### src/rtl/frame_receiver_if.sv
// rtl/frame_receiver_if.sv - signal bundle between the MAC RX client side and frame_receiver
//
// Purpose: groups the MAC receive byte stream, the MAC RX configuration
//   straps and the extracted ARP fields into one interface.
// Modports:
//   slave  - frame_receiver view: consumes mac_rx_*, drives conf_rx_* and ARP results
//   master - MAC / environment view: drives mac_rx_*, observes everything else
// Signals:
//   mac_rx_data[7:0]      received byte, valid while mac_rx_dvld=1
//   mac_rx_dvld           data valid, high for the whole frame without gaps
//   mac_rx_goodframe      one-cycle pulse, previous frame passed MAC checks
//   mac_rx_badframe       one-cycle pulse, previous frame failed MAC checks
//   conf_rx_en            MAC RX enable
//   conf_rx_jumbo_en      MAC jumbo enable (tied 0)
//   conf_rx_no_chk_crc    MAC CRC-check bypass (tied 0)
//   arp_valid             one-cycle pulse, new ARP fields published
//   arp_opcode[15:0]      ARP opcode
//   arp_src_mac[47:0]     sender hardware address
//   arp_src_ip[31:0]      sender protocol address
//   frame_len[13:0]       byte count of the last accepted frame
//   stat_good_cnt[15:0]   published-frame counter (FRAME_RECEIVER_STATS_EN only)
//   stat_drop_cnt[15:0]   discarded-frame counter (FRAME_RECEIVER_STATS_EN only)
// Optional feature macro: FRAME_RECEIVER_STATS_EN

interface frame_receiver_if;
  logic [7:0]  mac_rx_data;
  logic        mac_rx_dvld;
  logic        mac_rx_goodframe;
  logic        mac_rx_badframe;
  logic        conf_rx_en;
  logic        conf_rx_jumbo_en;
  logic        conf_rx_no_chk_crc;
  logic        arp_valid;
  logic [15:0] arp_opcode;
  logic [47:0] arp_src_mac;
  logic [31:0] arp_src_ip;
  logic [13:0] frame_len;
`ifdef FRAME_RECEIVER_STATS_EN
  logic [15:0] stat_good_cnt;
  logic [15:0] stat_drop_cnt;
`endif

  modport slave (
    input  mac_rx_data,
    input  mac_rx_dvld,
    input  mac_rx_goodframe,
    input  mac_rx_badframe,
`ifdef FRAME_RECEIVER_STATS_EN
    output stat_good_cnt,
    output stat_drop_cnt,
`endif
    output conf_rx_en,
    output conf_rx_jumbo_en,
    output conf_rx_no_chk_crc,
    output arp_valid,
    output arp_opcode,
    output arp_src_mac,
    output arp_src_ip,
    output frame_len
  );

  modport master (
    output mac_rx_data,
    output mac_rx_dvld,
    output mac_rx_goodframe,
    output mac_rx_badframe,
`ifdef FRAME_RECEIVER_STATS_EN
    input  stat_good_cnt,
    input  stat_drop_cnt,
`endif
    input  conf_rx_en,
    input  conf_rx_jumbo_en,
    input  conf_rx_no_chk_crc,
    input  arp_valid,
    input  arp_opcode,
    input  arp_src_mac,
    input  arp_src_ip,
    input  frame_len
  );
endinterface

### src/rtl/frame_receiver.sv
// rtl/frame_receiver.sv - ARP frame filter and field extractor on the MAC RX client stream
//
// Purpose: accepts frames addressed to OWN_MAC or broadcast carrying an
//   Ethernet/IPv4 ARP header, captures opcode and sender MAC/IP into shadow
//   registers, and publishes them with a one-cycle arp_valid pulse once the
//   MAC confirms the frame with mac_rx_goodframe.
// Parameters:
//   OWN_MAC      station address accepted as destination
//   STAT_TIMEOUT max cycles in STATUS waiting for a good/bad pulse
// Ports:
//   rx_clk  in  receive clock, rising edge
//   reset   in  asynchronous active-high reset
//   rx_if   frame_receiver_if.slave (MAC RX stream in, conf straps and ARP fields out)
// Optional feature macro: FRAME_RECEIVER_STATS_EN (adds stat_good_cnt / stat_drop_cnt)

module frame_receiver #(
  parameter logic [47:0] OWN_MAC      = 48'h004e46324301,
  parameter int          STAT_TIMEOUT = 16
) (
  input  logic            rx_clk,
  input  logic            reset,
  frame_receiver_if.slave rx_if
);

  typedef enum logic [1:0] {
    S_IDLE   = 2'd0,
    S_HDR    = 2'd1,
    S_DROP   = 2'd2,
    S_STATUS = 2'd3
  } state_e;

  localparam int          TW      = $clog2(STAT_TIMEOUT + 1);
  localparam logic [13:0] CNT_MAX = 14'h3FFF;
  localparam logic [13:0] MIN_LEN = 14'd42;

  // Inputs
  logic [7:0] data;
  logic       dvld;
  logic       good;
  logic       bad;

  assign data = rx_if.mac_rx_data;
  assign dvld = rx_if.mac_rx_dvld;
  assign good = rx_if.mac_rx_goodframe;
  assign bad  = rx_if.mac_rx_badframe;

  // State
  state_e        state_q, state_d;
  logic [13:0]   cnt_q, cnt_d;
  logic          own_ok_q, own_ok_d;
  logic          bc_ok_q, bc_ok_d;
  logic [95:0]   shadow_q, shadow_d;
  logic [TW-1:0] tmo_q, tmo_d;
  logic          conf_rx_en_q;
  logic          arp_valid_q, arp_valid_d;
  logic [15:0]   arp_opcode_q, arp_opcode_d;
  logic [47:0]   arp_src_mac_q, arp_src_mac_d;
  logic [31:0]   arp_src_ip_q, arp_src_ip_d;
  logic [13:0]   frame_len_q, frame_len_d;

  // Decode
  logic        start;
  logic [13:0] byte_idx;
  logic        own_prev, bc_prev, own_now, bc_now;
  logic        byte_bad;
  logic        len_ok;
  logic        tmo_last;
  logic        take_byte;
  logic        publish;
  logic        drop_evt;

  function automatic logic [7:0] own_byte(input logic [2:0] i);
    case (i)
      3'd0:    own_byte = OWN_MAC[47:40];
      3'd1:    own_byte = OWN_MAC[39:32];
      3'd2:    own_byte = OWN_MAC[31:24];
      3'd3:    own_byte = OWN_MAC[23:16];
      3'd4:    own_byte = OWN_MAC[15:8];
      default: own_byte = OWN_MAC[7:0];
    endcase
  endfunction

  // A new frame begins whenever data arrives in IDLE, or in STATUS where it
  // pre-empts the frame still waiting for its MAC status.
  assign start    = dvld && ((state_q == S_IDLE) || (state_q == S_STATUS));
  assign byte_idx = start ? 14'd0 : cnt_q;
  assign len_ok   = (cnt_q >= MIN_LEN);
  assign tmo_last = (tmo_q == TW'(STAT_TIMEOUT - 1));

  // Destination is tracked as two running matches (own / broadcast) so a
  // mix like own-prefix + FF tail is rejected.
  always_comb begin
    own_prev = start ? 1'b1 : own_ok_q;
    bc_prev  = start ? 1'b1 : bc_ok_q;
    own_now  = own_prev && (data == own_byte(byte_idx[2:0]));
    bc_now   = bc_prev && (data == 8'hFF);
    byte_bad = 1'b0;
    case (byte_idx)
      14'd0, 14'd1, 14'd2,
      14'd3, 14'd4, 14'd5: byte_bad = !own_now && !bc_now;
      14'd12:              byte_bad = (data != 8'h08);
      14'd13:              byte_bad = (data != 8'h06);
      14'd14:              byte_bad = (data != 8'h00);
      14'd15:              byte_bad = (data != 8'h01);
      14'd16:              byte_bad = (data != 8'h08);
      14'd17:              byte_bad = (data != 8'h00);
      14'd18:              byte_bad = (data != 8'h06);
      14'd19:              byte_bad = (data != 8'h04);
      default:             byte_bad = 1'b0;
    endcase
  end

  // FSM: state register
  always_ff @(posedge rx_clk or posedge reset) begin
    if (reset) begin
      state_q <= S_IDLE;
    end else begin
      state_q <= state_d;
    end
  end

  // FSM: next state
  always_comb begin
    state_d = state_q;
    case (state_q)
      S_IDLE: begin
        if (dvld) state_d = byte_bad ? S_DROP : S_HDR;
      end
      S_HDR: begin
        if (dvld) begin
          if (byte_bad) state_d = S_DROP;
        end else begin
          state_d = len_ok ? S_STATUS : S_DROP;
        end
      end
      S_DROP: begin
        if (!dvld) state_d = S_IDLE;
      end
      S_STATUS: begin
        if (dvld) begin
          state_d = byte_bad ? S_DROP : S_HDR;
        end else if (bad || good || tmo_last) begin
          state_d = S_IDLE;
        end
      end
      default: state_d = S_IDLE;
    endcase
  end

  // FSM: outputs. Bad wins over good when both pulse together; new data
  // in STATUS wins over either pulse.
  always_comb begin
    take_byte = 1'b0;
    publish   = 1'b0;
    drop_evt  = 1'b0;
    case (state_q)
      S_IDLE: take_byte = dvld;
      S_HDR:  take_byte = dvld;
      S_DROP: drop_evt  = !dvld;
      S_STATUS: begin
        take_byte = dvld;
        publish   = !dvld && good && !bad;
        drop_evt  = dvld || bad || (!good && tmo_last);
      end
      default: ;
    endcase
  end

  // Datapath next state
  always_comb begin
    cnt_d = cnt_q;
    if (start) begin
      cnt_d = 14'd1;
    end else if (take_byte && (cnt_q != CNT_MAX)) begin
      cnt_d = cnt_q + 14'd1;
    end

    own_ok_d = own_ok_q;
    bc_ok_d  = bc_ok_q;
    if (take_byte && (byte_idx < 14'd6)) begin
      own_ok_d = own_now;
      bc_ok_d  = bc_now;
    end

    // Bytes 20..31 shift in MSB-first: opcode ends up in [95:80],
    // sender MAC in [79:32], sender IP in [31:0].
    shadow_d = shadow_q;
    if (take_byte && (byte_idx >= 14'd20) && (byte_idx <= 14'd31)) begin
      shadow_d = {shadow_q[87:0], data};
    end

    tmo_d = ((state_q == S_STATUS) && !dvld) ? tmo_q + 1'b1 : '0;

    arp_valid_d   = publish;
    arp_opcode_d  = publish ? shadow_q[95:80] : arp_opcode_q;
    arp_src_mac_d = publish ? shadow_q[79:32] : arp_src_mac_q;
    arp_src_ip_d  = publish ? shadow_q[31:0]  : arp_src_ip_q;
    frame_len_d   = publish ? cnt_q           : frame_len_q;
  end

  // Datapath registers
  always_ff @(posedge rx_clk or posedge reset) begin
    if (reset) begin
      cnt_q         <= '0;
      own_ok_q      <= 1'b0;
      bc_ok_q       <= 1'b0;
      shadow_q      <= '0;
      tmo_q         <= '0;
      conf_rx_en_q  <= 1'b0;
      arp_valid_q   <= 1'b0;
      arp_opcode_q  <= '0;
      arp_src_mac_q <= '0;
      arp_src_ip_q  <= '0;
      frame_len_q   <= '0;
    end else begin
      cnt_q         <= cnt_d;
      own_ok_q      <= own_ok_d;
      bc_ok_q       <= bc_ok_d;
      shadow_q      <= shadow_d;
      tmo_q         <= tmo_d;
      conf_rx_en_q  <= 1'b1;
      arp_valid_q   <= arp_valid_d;
      arp_opcode_q  <= arp_opcode_d;
      arp_src_mac_q <= arp_src_mac_d;
      arp_src_ip_q  <= arp_src_ip_d;
      frame_len_q   <= frame_len_d;
    end
  end

  assign rx_if.conf_rx_en         = conf_rx_en_q;
  assign rx_if.conf_rx_jumbo_en   = 1'b0;
  assign rx_if.conf_rx_no_chk_crc = 1'b0;
  assign rx_if.arp_valid          = arp_valid_q;
  assign rx_if.arp_opcode         = arp_opcode_q;
  assign rx_if.arp_src_mac        = arp_src_mac_q;
  assign rx_if.arp_src_ip         = arp_src_ip_q;
  assign rx_if.frame_len          = frame_len_q;

`ifdef FRAME_RECEIVER_STATS_EN
  logic [15:0] good_cnt_q, good_cnt_d;
  logic [15:0] drop_cnt_q, drop_cnt_d;

  // Both counters wrap naturally at 16'hFFFF.
  assign good_cnt_d = publish  ? good_cnt_q + 16'd1 : good_cnt_q;
  assign drop_cnt_d = drop_evt ? drop_cnt_q + 16'd1 : drop_cnt_q;

  always_ff @(posedge rx_clk or posedge reset) begin
    if (reset) begin
      good_cnt_q <= '0;
      drop_cnt_q <= '0;
    end else begin
      good_cnt_q <= good_cnt_d;
      drop_cnt_q <= drop_cnt_d;
    end
  end

  assign rx_if.stat_good_cnt = good_cnt_q;
  assign rx_if.stat_drop_cnt = drop_cnt_q;
`endif

endmodule

### src/flat_wrapper.sv
// flat-port wrapper written by rule: the top's interface ports become plain ports
module frame_receiver_flat 
#(
  parameter logic [47:0] OWN_MAC      = 48'h004e46324301,
  parameter int          STAT_TIMEOUT = 16
)
  (rx_clk, reset, rx_if_mac_rx_data, rx_if_mac_rx_dvld, rx_if_mac_rx_goodframe, rx_if_mac_rx_badframe, rx_if_conf_rx_en, rx_if_conf_rx_jumbo_en, rx_if_conf_rx_no_chk_crc, rx_if_arp_valid, rx_if_arp_opcode, rx_if_arp_src_mac, rx_if_arp_src_ip, rx_if_frame_len);
  frame_receiver_if rx_if_i ();
  input  logic rx_clk;
  input  logic reset;
  input wire logic [$bits(rx_if_i.mac_rx_data)-1:0] rx_if_mac_rx_data;
  input wire logic [$bits(rx_if_i.mac_rx_dvld)-1:0] rx_if_mac_rx_dvld;
  input wire logic [$bits(rx_if_i.mac_rx_goodframe)-1:0] rx_if_mac_rx_goodframe;
  input wire logic [$bits(rx_if_i.mac_rx_badframe)-1:0] rx_if_mac_rx_badframe;
  output wire logic [$bits(rx_if_i.conf_rx_en)-1:0] rx_if_conf_rx_en;
  output wire logic [$bits(rx_if_i.conf_rx_jumbo_en)-1:0] rx_if_conf_rx_jumbo_en;
  output wire logic [$bits(rx_if_i.conf_rx_no_chk_crc)-1:0] rx_if_conf_rx_no_chk_crc;
  output wire logic [$bits(rx_if_i.arp_valid)-1:0] rx_if_arp_valid;
  output wire logic [$bits(rx_if_i.arp_opcode)-1:0] rx_if_arp_opcode;
  output wire logic [$bits(rx_if_i.arp_src_mac)-1:0] rx_if_arp_src_mac;
  output wire logic [$bits(rx_if_i.arp_src_ip)-1:0] rx_if_arp_src_ip;
  output wire logic [$bits(rx_if_i.frame_len)-1:0] rx_if_frame_len;
  assign rx_if_i.mac_rx_data = rx_if_mac_rx_data;
  assign rx_if_i.mac_rx_dvld = rx_if_mac_rx_dvld;
  assign rx_if_i.mac_rx_goodframe = rx_if_mac_rx_goodframe;
  assign rx_if_i.mac_rx_badframe = rx_if_mac_rx_badframe;
  assign rx_if_conf_rx_en = rx_if_i.conf_rx_en;
  assign rx_if_conf_rx_jumbo_en = rx_if_i.conf_rx_jumbo_en;
  assign rx_if_conf_rx_no_chk_crc = rx_if_i.conf_rx_no_chk_crc;
  assign rx_if_arp_valid = rx_if_i.arp_valid;
  assign rx_if_arp_opcode = rx_if_i.arp_opcode;
  assign rx_if_arp_src_mac = rx_if_i.arp_src_mac;
  assign rx_if_arp_src_ip = rx_if_i.arp_src_ip;
  assign rx_if_frame_len = rx_if_i.frame_len;
  frame_receiver #(.OWN_MAC(OWN_MAC), .STAT_TIMEOUT(STAT_TIMEOUT)) u_core (.rx_clk(rx_clk), .reset(reset), .rx_if(rx_if_i));
endmodule
### config.mk
export PLATFORM = sky130hd
export DESIGN_NAME = frame_receiver_flat
export DESIGN_NICKNAME = d
export VERILOG_FILES = /design/src/rtl/frame_receiver_if.sv /design/src/rtl/frame_receiver.sv /design/src/flat_wrapper.sv
export SDC_FILE = /design/constraint.sdc
export NUM_CORES = 1
export LEC_CHECK = 0
export CORE_MARGIN = 10
export CORE_UTILIZATION = 45
export DETAILED_ROUTE_END_ITERATION = 16
export PLACE_DENSITY = 0.7
export SLEW_MARGIN = 20
export SYNTH_ARGS = -nofsm -noshare
export SYNTH_HDL_FRONTEND = slang
export SYNTH_SLANG_ARGS = --single-unit
### constraint.sdc
create_clock -name rx_clk -period 6.85 [get_ports rx_clk]
set_clock_uncertainty 0.1 [all_clocks]
set_input_delay 1.0275 -clock rx_clk [delete_from_list [all_inputs] [get_ports rx_clk]]
set_output_delay 1.0275 -clock rx_clk [all_outputs]
set_load 0.03 [all_outputs]
==> out/metrics.json <==
{
  "outcome": {
    "status": "completed"
  },
  "sta": {
    "achievable-frequency_mhz": 278,
    "final.setup.worst_slack_ns": 3.25,
    "worst_slew_pin_slew_ns": 0.942,
    "final_period_minus_worst_setup_slack_ns": 3.60,
    "grt_setup_unrepaired": "no",
    "setup_tns_ns": 0,
    "slew-limit-headroom_pct": 37.2,
    "report.final.setup_viol": 0,
    "maxSlewViolCount": 0,
    "finalCritPeriodShare_pct": 52.6,
    "finalHoldViolCount": 0
  },
  "detailed_routing": {
    "drt_first_pass_iters": 4,
    "post_drt_via_cell_ratio": 5.28,
    "wire_length_per_cell_um": 18.5,
    "wirelength_mm": 19.7,
    "drtIter0Drc": 441,
    "drt_drc": 0,
    "drt.antenna.violating_nets": 0,
    "dr_total_vias": 5628
  },
  "worst_setup_path": {
    "critical_path.slowest_cell": "sky130_fd_sc_hd__clkdlybuf4s50_1",
    "worst-endpoint-arrival_ns": 3.89,
    "critPathKind": "in -> reg",
    "r2r_slack_ns": 3.60,
    "timing.critical_path.to_type": "register",
    "critical-path-top-delay-family": "compound AO/OA/AOI/OAI gates",
    "cp.required_ns": 7.14,
    "cpPeakStageDelay_ns": 0.62,
    "path_cells": "clkdlybuf4s50_1, nor2b_1, buf_4, or3_1, a21oi_1, a2111oi_4, a311oi_1, a211oi_4, a211o_1, a32o_1",
    "timing.critical_path.buf_inv": 2,
    "path_max_fanout": 21,
    "setup.worst_path.start_class": "input pin"
  },
  "placement": {
    "buffers_on_ports": 124,
    "place.detailed.instances": 1026,
    "detailedPlace.worstSlack_ns": 2.75,
    "gp_congestion": 0.846,
    "placed_cell_area_um2": 11000,
    "hpwl_mm": 13.7
  },
  "run": {
    "cap_violations": 0
  },
  "synthesis": {
    "main_combinational_cell_family_by_area_after_synthesis": "multiplexers",
    "synth.ff_latch_count": 231,
    "synthesis.yosys.warnings": 0,
    "mux_contribution_to_synthesized_area_pct": 24.5,
    "adder_cell_area_share_of_the_yosys_netlist_pct": 1.31,
    "synth_compound_gate_area_share_pct": 3.68,
    "post_synth_edffs": 0,
    "post_synth_xor_area_fraction_pct": 1.47,
    "synthCells": 659,
    "async_flop_share_pct": 100,
    "average_size_of_a_mapped_cell_um2": 14.4,
    "ys_types": 54,
    "yosysSeqAreaShare_pct": 60.7,
    "netlist_area_um2": 9520,
    "ys.flop_type": "sky130_fd_sc_hd__dfrtp_1",
    "yosys.area_share.simple_pct": 5.52
  },
  "clocking": {
    "clk_pin_slew_worst_paths_ns": 0.06,
    "h-tree-depth": 1,
    "clk_path_buf_depth": 3,
    "numCtsBuffers": 24,
    "post_cts_resize_count": 0,
    "worst_skew_pair_later_pin_latency_ns": 0.51,
    "cts_sinks": 231,
    "cts_setup_buffers": 0,
    "clk_root_buffer_cell": "sky130_fd_sc_hd__clkbuf_16",
    "tritoncts_clock_tree": "done",
    "total_of_hold_buffers_inserted_after_clock_tree_synthesis": 0
  },
  "layout": {
    "final_cell_mix": "231 x sky130_fd_sc_hd__dfrtp_1, 186 x sky130_fd_sc_hd__mux2_2, 124 x sky130_fd_sc_hd__clkdlybuf4s50_1",
    "finalNonFillerCells": 1065,
    "final_nets": 800,
    "layout.cell_area.non_filler_um2": 11800,
    "fillerInstances": 1701,
    "layout_commonest_cell": "sky130_fd_sc_hd__dfrtp_1",
    "post_route_cells_drive_above_1_share_pct": 30.5,
    "sequential_cell_area_um2": 5780,
    "multiInputGateArea_um2": 3500,
    "antenna-diode-count": 0,
    "layout-area-overhead-vs-synth_pct": 23.6
  },
  "global_routing": {
    "grt_first_pass_wirelength_mm": 32.3,
    "use_met1_pct": 19.2,
    "grt_antenna_before_repair": 0,
    "grt_most_used_layer": "met2",
    "grt_util_all_layers_pct": 14.4,
    "met2_usage_pct": 23.3,
    "pin_count_of_the_biggest_net_entering_global_routing": 152,
    "first_global_vias": 6021,
    "gr-usage-met3_pct": 3.02,
    "residual_overflow_from_global_routing": 0
  },
  "floorplanning": {
    "die_height_um": 165,
    "start_util_pct": 45.6,
    "num_io_pins": 127,
    "placement_rows": 53,
    "dieWidth_um": 165,
    "placeableCoreArea_um2": 20900,
    "die_area_um2": 27400
  },
  "power": {
    "peakVddDrop_mv": 0.187,
    "p_leak_nw": 5.65,
    "power_density_nw_per_um2": 264
  },
  "min_path": {
    "hold_path_class": "reg -> reg"
  }
}
path summary, 6_finish.rpt:
path | start | to | cells after the start
max | rx_if_mac_rx_dvld | u_core.state_q[1]$_DFFE_PP0P_ | 10
max reg2reg | u_core.state_q[1]$_DFFE_PP0P_ | u_core.state_q[1]$_DFFE_PP0P_ | 11
min | u_core.shadow_q[92]$_DFFE_PP0P_ | u_core.shadow_q[92]$_DFFE_PP0P_ | 1
min in group asynchronous | reset | u_core.rx_if.arp_opcode[10]$_DFFE_PP0P_ | 2
max in group asynchronous | reset | u_core.rx_if.arp_opcode[0]$_DFFE_PP0P_ | 3
min reg2reg | u_core.shadow_q[92]$_DFFE_PP0P_ | u_core.shadow_q[92]$_DFFE_PP0P_ | 1
flip-flops by register name, indices dropped and copies added, names as in the netlist:
name	count
u_core.state_q	2
u_core.rx_if.arp_src_mac	48
u_core.rx_if.arp_src_ip	32
u_core.tmo_q	5
u_core.shadow_q	96
u_core.rx_if.conf_rx_en	1
u_core.rx_if.arp_opcode	16
u_core.rx_if.arp_valid	1
u_core.own_ok_q	1
u_core.bc_ok_q	1
u_core.rx_if.frame_len	14
u_core.cnt_q	14
cells by family (layout without fill, tap and decap cells):
logic type	count (synthesis)	in the layout
flops	231	231
mux	207	207
simple gates	96	96
buf+inv	53	183
compound gates	44	44
xor+xnor	16	16
fa+ha+maj	10	10
other cells	2	3
power breakdown:
group	switching (mW)	internal (mW)
Sequential	0.0714	1.39
Combinational	0.239	0.145
Clock	0.498	0.761
synth_stat cells, types with 2 or more instances:
master,instances,area share (%)
sky130_fd_sc_hd__dfrtp_1,231,61
sky130_fd_sc_hd__mux2_2,186,22
sky130_fd_sc_hd__nor2_1,28,1.1
sky130_fd_sc_hd__buf_2,22,1.2
sky130_fd_sc_hd__mux2_1,20,2.4
sky130_fd_sc_hd__nand2_1,15,0.59
sky130_fd_sc_hd__inv_1,13,0.51
sky130_fd_sc_hd__ha_1,10,1.3
sky130_fd_sc_hd__clkbuf_1,9,0.35
sky130_fd_sc_hd__nand3_1,9,0.47
sky130_fd_sc_hd__xnor2_1,9,0.83
sky130_fd_sc_hd__a21oi_1,7,0.37
sky130_fd_sc_hd__buf_4,7,0.55
sky130_fd_sc_hd__nor2b_1,7,0.46
sky130_fd_sc_hd__nor4_1,7,0.46
sky130_fd_sc_hd__o21ai_0,7,0.37
sky130_fd_sc_hd__xor2_1,7,0.64
sky130_fd_sc_hd__nand4_1,6,0.39
sky130_fd_sc_hd__nor3_1,6,0.32
sky130_fd_sc_hd__a31oi_1,4,0.26
sky130_fd_sc_hd__nand2b_1,4,0.26
sky130_fd_sc_hd__and3_1,3,0.20
sky130_fd_sc_hd__o2111ai_1,3,0.28
sky130_fd_sc_hd__a211o_1,2,0.18
sky130_fd_sc_hd__a211oi_1,2,0.16
sky130_fd_sc_hd__a22oi_1,2,0.16
sky130_fd_sc_hd__a2bb2oi_1,2,0.18
sky130_fd_sc_hd__and4b_1,2,0.21
sky130_fd_sc_hd__conb_1,2,0.079
sky130_fd_sc_hd__nor4b_1,2,0.18
sky130_fd_sc_hd__o21ai_1,2,0.11
layout make-up:
| cell class | count | share of cell area, % |
|---|---|---|
| Sequential cell | 231 | 49.1 |
| Multi-Input combinational cell | 376 | 29.8 |
| Timing Repair Buffer | 131 | 11.1 |
| Clock buffer | 34 | 6.10 |
| Tap cell | 275 | 2.92 |
| Clock inverter | 5 | 0.542 |
| Inverter | 13 | 0.446 |
metal layers:
metal	routed length, um	up-vias	share of wire, %
met5	0	-	0
met4	309	0	1.6
met3	1370	27	7.0
met2	9460	151	48
met1	8550	2889	43
li1	-	2561	-
metrics by stage:
step                hold WS (ns)  total power, mW  utilization (%)
floorplan                  0.333             1.76                -
global placement           0.344             1.85             52.6
detailed placement         0.388             1.87             52.6
CTS                        0.401             3.15             56.3
global route               0.417             3.25             56.3
finish                     0.399             3.11             56.3
Power figures use the tool's default switching activity.
